--- src/rtl/fifo_control.sv ---
// fifo_control: pointer and flag controller for a router input-buffer FIFO.
// It drives the write strobe and the write/read addresses of an external
// storage array (synchronous write, asynchronous read). It also keeps the
// occupancy count and the registered full/empty flags used by link flow
// control and the arbiter.
//
// Ports:
//   clk                 clock, all state updates on the rising edge
//   reset               synchronous, active-high
//   push_din            push request (flit on the storage write-data bus)
//   pop_din             pop request (consumer took the head flit)
//   write_strobe_dout   storage write enable, combinational (push accepted)
//   write_address_dout  write pointer, registered
//   read_address_dout   read pointer (head entry), registered
//   full_dout           registered, occupancy == BUFFER_DEPTH
//   empty_dout          registered, occupancy == 0
//   count_dout          registered occupancy, 0..BUFFER_DEPTH
`ifndef BUFFER_DEPTH
`define BUFFER_DEPTH 4
`endif

module fifo_control #(
  parameter int BUFFER_DEPTH = `BUFFER_DEPTH
) (
  input  logic                                clk,
  input  logic                                reset,
  input  logic                                push_din,
  input  logic                                pop_din,
  output logic                                write_strobe_dout,
  output logic [$clog2(BUFFER_DEPTH+1)-1:0]   write_address_dout,
  output logic [$clog2(BUFFER_DEPTH+1)-1:0]   read_address_dout,
  output logic                                full_dout,
  output logic                                empty_dout,
  output logic [$clog2(BUFFER_DEPTH+1)-1:0]   count_dout
);

  // Wide enough to hold the count value BUFFER_DEPTH itself.
  localparam int ADDR_WIDTH = $clog2(BUFFER_DEPTH+1);
  localparam logic [ADDR_WIDTH-1:0] LAST  = ADDR_WIDTH'(BUFFER_DEPTH-1);
  localparam logic [ADDR_WIDTH-1:0] DEPTH = ADDR_WIDTH'(BUFFER_DEPTH);
  localparam logic [ADDR_WIDTH-1:0] ONE   = ADDR_WIDTH'(1);

  logic [ADDR_WIDTH-1:0] wp_q, wp_d;
  logic [ADDR_WIDTH-1:0] rp_q, rp_d;
  logic [ADDR_WIDTH-1:0] cnt_q, cnt_d;
  logic                  full_q, full_d;
  logic                  empty_q, empty_d;
  logic                  pop_ok, push_ok;

  // A pop on a full buffer frees a slot for a same-cycle push. A pop on an
  // empty buffer is always rejected, so a push is never bypassed to the read side.
  // The strobe is masked during reset so stale data is never written.
  assign pop_ok  = pop_din & ~empty_q;
  assign push_ok = push_din & (~full_q | pop_ok) & ~reset;

  always_comb begin
    wp_d    = wp_q;
    rp_d    = rp_q;
    cnt_d   = cnt_q;
    // Explicit wrap, since the depth need not be a power of two.
    if (push_ok) wp_d = (wp_q == LAST) ? '0 : wp_q + ONE;
    if (pop_ok)  rp_d = (rp_q == LAST) ? '0 : rp_q + ONE;
    case ({push_ok, pop_ok})
      2'b10:   cnt_d = cnt_q + ONE;
      2'b01:   cnt_d = cnt_q - ONE;
      default: cnt_d = cnt_q;
    endcase
    // Flags come from the next count, so they are registered with no
    // combinational path from the requests.
    full_d  = (cnt_d == DEPTH);
    empty_d = (cnt_d == '0);
  end

  always_ff @(posedge clk) begin
    if (reset) begin
      wp_q    <= '0;
      rp_q    <= '0;
      cnt_q   <= '0;
      full_q  <= 1'b0;
      empty_q <= 1'b1;
    end else begin
      wp_q    <= wp_d;
      rp_q    <= rp_d;
      cnt_q   <= cnt_d;
      full_q  <= full_d;
      empty_q <= empty_d;
    end
  end

  assign write_strobe_dout  = push_ok;
  assign write_address_dout = wp_q;
  assign read_address_dout  = rp_q;
  assign full_dout          = full_q;
  assign empty_dout         = empty_q;
  assign count_dout         = cnt_q;

endmodule

--- config.mk ---
export PLATFORM = sky130hd
export DESIGN_NAME = fifo_control
export DESIGN_NICKNAME = d
export VERILOG_FILES = /design/src/rtl/fifo_control.sv
export SDC_FILE = /design/constraint.sdc
export NUM_CORES = 1
export LEC_CHECK = 0
export ABC_AREA = 1
export CELL_PAD_IN_SITES_DETAIL_PLACEMENT = 2
export CELL_PAD_IN_SITES_GLOBAL_PLACEMENT = 2
export CORE_AREA = 3 3 51 53
export DETAILED_ROUTE_END_ITERATION = 10
export DIE_AREA = 0 0 54 56
export PLACE_DENSITY_LB_ADDON = 0.1
export SLEW_MARGIN = 20
export SYNTH_ARGS = -nofsm -noshare
export SYNTH_HDL_FRONTEND = slang
export SYNTH_SLANG_ARGS = --single-unit
--- constraint.sdc ---
create_clock -name clk -period 2.3 [get_ports clk]
set_input_delay 0.23 -clock clk [delete_from_list [all_inputs] [get_ports clk]]
set_output_delay 0.23 -clock clk [all_outputs]
set_load 0.01 [all_outputs]
==> results of run 1 <==
## routing by layer
| metal | wire length, µm | part of all wire [%] |
|---|---|---|
| met1 | 605 | 42 |
| met2 | 747 | 52 |
| met3 | 65 | 4.5 |
| met4 | 12 | 0.84 |
| met5 | 0 | 0 |
## critical path, delay by kind of cell
| kind | cells | cell delay, ns |
|---|---|---|
| AOI/OAI and AO/OA | 1 | 0.13 |
| buffers and inverters | 4 | 0.61 |
| adders and majority gates | 2 | 0.61 |
| and+or+nand+nor | 8 | 0.67 |
## registers in the layout, summed over array words and instances (netlist names)
name                cells
count_dout              3
empty_dout              1
full_dout               1
read_address_dout       3
write_address_dout      3
## placed cells by master, fill, tap and decap left out, drive strengths merged
cell type	Yosys	routed
nand2	18	18
clkdlybuf4s50	0	15
inv	12	12
dfxtp	11	11
nand3	8	8
nor2	6	6
a21oi	5	5
buf	0	5
clkbuf	0	4
ha	3	3
o21ai	2	2
xnor2	1	1
nand4	1	1
a21boi	1	1
fa	1	1
## power by group through the flow
stage / Combinational [mW] / Clock, mW / Sequential, mW
2_1_floorplan: 0.131 / 0 / 0.277
3_3_place_gp: 0.264 / 0 / 0.265
3_5_place_dp: 0.273 / 0 / 0.265
4_1_cts: 0.276 / 0.149 / 0.261
5_1_grt: 0.310 / 0.160 / 0.270
6_report: 0.269 / 0.140 / 0.260
## metrics by stage
stage	utilization [%]	hold slack, ns
6_report	35.5	0.477
5_1_grt	35.5	0.517
4_1_cts	35.5	0.486
3_5_place_dp	34.3	0.475
3_3_place_gp	34.3	0.456
2_1_floorplan	-	0.299
## area by class of cell
class	instances	area (µm²)
Clock buffer	4	26.3
Fill cell	263	1410
Inverter	12	45.0
Multi-Input combinational cell	46	264
Sequential cell	11	220
Tap cell	28	35.0
Timing Repair Buffer	20	188
## cell families after synthesis
logic type / synth area share, %
fa+ha+maj: 10.9
compound gates: 8.75
simple gates: 28.6
flops: 41.6
buf+inv: 8.51
xor+xnor: 1.66
## worst max path at each step
| stage | start | to | depth (start not counted) |
|---|---|---|---|
| finish | pop_din | full_dout | 15 |
| global route | pop_din | full_dout | 15 |
| CTS | pop_din | full_dout | 15 |
| detailed placement | pop_din | full_dout | 15 |
| global placement | pop_din | full_dout | 14 |
| floorplan | empty_dout | empty_dout | 11 |
==> flow_summary.toml, run 1 <==
[run_status]
status = "finished clean"

[cts]
cts.sinks = 11
cts_tree = "done"
h-tree-depth = 1
cts_root_buf = "clkbuf_4"
clkTransAtPathRegs_ns = 0.07
cts_made_buffers = 3
cts_hold_buf = 0
clock_latency_ns = 0.27
cts_resized = 0
cts_setup_buffers = 0
cts_buffer_depth = 2

[worst_setup_path]
ff2ff_setup_slack_ns = 0.33
crit_top_cell = "nand2_1"
crit_required_ns = 2.51
r2r-end = "full_dout"
critPathMaxStageDelay_ns = 0.47
crit_type = "in -> reg"
critPathMaxFanout = 3
critPathArrivalTime_ns = 2.25
crit_path_start_kind = "input pin"
worstPathCellList = "clkdlybuf4s50_1 > inv_2 > o21ai_2 > nand2_2 > nor2_4 > inv_2 > ha_1 > fa_1 > inv_1 > nand2_1 > nand3_1 > nand2_1 > nand2_1 > nand2_1 > nor2_1"
critPathCaptureType = "register"
slowest_stage = "clkdlybuf4s50_1"
rr_worst_depth = 13
r2r_start = "empty_dout"

[pwr]
clock_power_share_pct = 20.9
swShare_pct = 36.2
finalPower_mw = 0.669
combPwrFrac_pct = 40.2
power_frac_seq_pct = 38.9
ir_drop_mv = 0.341
internal-power_mw = 0.426
p_switching_mw = 0.242
power_density_nw_per_um2 = 859
leakagePower_nw = 0.349

[global_route]
first_global_vias = 612
met2_usage_pct = 19.4
grt_antenna_before_repair = 0
grt_overflow = 0
grt_max_degree = 7
grt_pass1_wl_mm = 2.59
use_met3_pct = 4.83
grt_util_all_layers_pct = 11.9
met1_usage_pct = 13.7
grt-busiest-layer = "met2"

[route]
via_per_inst = 4.36
drtPass1Iterations = 2
route.detailed.drc = 0
vias = 528
detail_route.wl_per_cell_um = 11.8
dr.first_iter.drc_count = 3
wirelength_mm = 1.43
postRouteAntennaNets = 0

[yosys]
syn_area_per_cell_um2 = 7.67
ys_ff_latch = 11
synthesis.area_um2 = 529
yosysSeqAreaShare_pct = 41.6
ys_async_sr_fraction_pct = 0
synth_top_cell_area_share_pct = 41.6
syn-num-nets = 77
ys_top_cells_by_area = "dfxtp_1 42%, nand2_1 12%, nand3_1 7.6%"
ys_warn_count = 0
netlist_instances = 69
synth_edf_count = 0
ys_types = 17
synthTopCellsByCount = "17 x nand2_1, 11 x dfxtp_1, 8 x inv_1, 8 x nand3_1, 5 x a21oi_1"
yosysTopAreaCell = "dfxtp_1"
ys.flop_type = "dfxtp_1"
synth_most_common_cell = "nand2_1"

[min_path]
hp-start = "read_address_dout[2]"
holdPathEnd = "read_address_dout[2]"
worstHoldPathType = "reg -> reg"
whs_path_depth = 2

[floorplanning]
chipHeight_um = 56
start_util_pct = 24.2
fp.dieW_um = 54
core-area_um2 = 2190
ios = 16
dieArea_um2 = 3020
num_rows = 17

[timing]
period_needed_ns = 2.05
fin_crit_sh_pct = 89.0
tightest_slew_ns = 0.236
setup_viol_count_final = 0
fin_skew_ns = 0.00398
tns_ns = 0
relSlewSlack_pct = 84.2
slew_violations = 0
grt_setup_unrepaired = "false"
hold_violations = 0
finalWorstSetupSlack_ns = 0.253
fmax_mhz = 488

[place]
place_congestion = 0.649
pre_cts_slack_ns = -0.0715
port_buffers = 15
place_hpwl_mm = 1.16
placed_cell_area_um2 = 752
place_inst = 117

[final_layout]
layout.nets = 102
diodes = 0
instances_no_fill = 121
design_area_um2 = 778
drive_gt1_share_pct = 18.3
syn2layout_area_growth_pct = 47.0

[flow_run]
drv_cap = 0
No activity file was read; power rests on OpenSTA's default activity.
==> inputs of run 2 (changes only) <==
--- a/config.mk
+++ b/config.mk
@@ -8,9 +8,11 @@
 export ABC_AREA = 1
 export CELL_PAD_IN_SITES_DETAIL_PLACEMENT = 2
 export CELL_PAD_IN_SITES_GLOBAL_PLACEMENT = 2
-export CORE_AREA = 3 3 51 53
+export CORE_AREA = 3 3 46 48
 export DETAILED_ROUTE_END_ITERATION = 10
-export DIE_AREA = 0 0 54 56
+export DIE_AREA = 0 0 49 51
+export DONT_BUFFER_PORTS = 1
+export GPL_TIMING_DRIVEN = 0
 export PLACE_DENSITY_LB_ADDON = 0.1
 export SLEW_MARGIN = 20
 export SYNTH_ARGS = -nofsm -noshare
==> run 2 against run 1 <==
Effect of this change: setup slack worse by 0.049 ns; die area is 17% lower; sequential power is 8.1% higher; clock power is 5% lower; critical path depth is 4 lower; first-iteration DRC count is 67% lower; power is 14% lower; critical endpoint unchanged; global-route usage is 0.54 points lower; maximum frequency is 2.3% lower; via count is 15% lower.
==> flow_summary.toml, run 2 (synthesis results as in run 1) <==
[route]
vias = 450
route.detailed.drc = 0
detail_route.wl_per_cell_um = 12.9
wirelength_mm = 1.27
postRouteAntennaNets = 0
dr.first_iter.drc_count = 1
via_per_inst = 4.55
drtPass1Iterations = 2

[floorplanning]
start_util_pct = 30.3
core-area_um2 = 1750
chipHeight_um = 51
dieArea_um2 = 2500
num_rows = 15
ios = 16
fp.dieW_um = 49

[place]
placed_cell_area_um2 = 561
port_buffers = 0
place_hpwl_mm = 1.01
place_congestion = 0.721
pre_cts_slack_ns = 0.222

[timing]
fin_crit_sh_pct = 91.1
period_needed_ns = 2.10
relSlewSlack_pct = 83.0
timing.hold.ws_ns = 0.0245
finalWorstSetupSlack_ns = 0.204
fin_skew_ns = 0.00858
slew_violations = 0
fmax_mhz = 477
setup_viol_count_final = 0
tightest_slew_ns = 0.255
hold_violations = 0

[global_route]
met1_usage_pct = 10.7
grt_overflow = 0
grt_antenna_before_repair = 0
first_global_vias = 489
grt-busiest-layer = "met2"
use_met3_pct = 8.16
grt_util_all_layers_pct = 11.4
met2_usage_pct = 20.6
grt_max_degree = 8
grt_pass1_wl_mm = 2.10

[worst_setup_path]
crit_type = "reg -> reg"
crit_path_start_kind = "register"
critPathArrivalTime_ns = 2.30
worstPathCellList = "o21ai_2 > nand2_2 > nor2_4 > inv_2 > ha_1 > fa_1 > nand2_1 > nand2_1 > nor2_2 > nand2_1 > nor2_1"
critPathMaxStageDelay_ns = 0.43
crit_top_cell = "nand2_1"
critPathMaxFanout = 4
crit_required_ns = 2.50
critPathCaptureType = "register"
slowest_stage = "fa_1"

[final_layout]
design_area_um2 = 594
n_fill_cell = 214
layout.nets = 83
mostFrequentLayoutCell = "nand2_1"
diodes = 0
syn2layout_area_growth_pct = 12.3
drive_gt1_share_pct = 17.6
final_cell_mix = "17 x nand2_1, 11 x dfxtp_1, 8 x inv_1, 8 x nand3_1, 5 x a21oi_1"

[cts]
cts_root_buf = "clkbuf_4"
clkTransAtPathRegs_ns = 0.08
clock_latency_ns = 0.27
cts_made_buffers = 3
cts_buffer_depth = 2
h-tree-depth = 1
cts.sinks = 11
cts_tree = "done"

[min_path]
worstHoldPathType = "in -> reg"

[flow_run]
drv_cap = 0

[run_status]
status = "finished clean"

[pwr]
finalPower_mw = 0.577
ir_drop_mv = 0.408
power_density_nw_per_um2 = 970
leakagePower_nw = 0.274
==> run 2: where the power goes <==
group	switching [mW]	internal (mW)	leakage (nW)	total, mW
Clock	0.0659	0.0670	0.0150	0.133
Combinational	0.0983	0.0645	0.169	0.163
Sequential	0.0566	0.224	0.0898	0.281
Total	0.221	0.356	0.274	0.577
==> run 2: path summary, 6_finish.rpt <==
check	end	from	slack, ns	depth (start not counted)
min	count_dout[2]	reset	0.02	1
max reg2reg	full_dout	empty_dout	0.20	11
max	full_dout	empty_dout	0.20	11
min reg2reg	read_address_dout[2]	read_address_dout[2]	0.52	2
==> run 2: worst max-delay path: cells and delay by family (launching register included) <==
family,cells,cell delay [ns]
and+or+nand+nor,7,0.75
adders and majority gates,2,0.66
DFF,1,0.38
AOI/OAI and AO/OA,1,0.18
buffers and inverters,1,0.05
==> run 2: repair_timing <==
| item | in CTS | in global routing |
|---|---|---|
| hold buffers | 0 | 0 |
| resized for setup | 0 | 0 |
| endpoints found under the setup margin | 0 | 1 |
| buffers inserted | 0 | 1 |
==> run 2: area by class of cell <==
type,instances,area [µm²],area share (%)
Timing Repair Buffer,1,7.51,1.26
Tap cell,25,31.3,5.26
Inverter,12,45.0,7.58
Sequential cell,11,220,37.1
Multi-Input combinational cell,46,264,44.4
Clock buffer,4,26.3,4.42
==> run 2: through the flow <==
step                      instances  setup TNS (ns)  utilization (%)
after floorplan                  69               0                -
after global placement           94               0             32.1
after detailed placement         94               0             32.1
after CTS                        98               0             33.6
after global routing             99         -0.0245             34.1
final                            99               0             34.1
==> run 2: metal layers <==
layer  wire [µm]  vias up  share of wire [%]
met5           0        -                  0
met4           0        0                  0
met3         137        0                 11
met2         633       14                 50
met1         503      209                 39
li1            -      227                  -
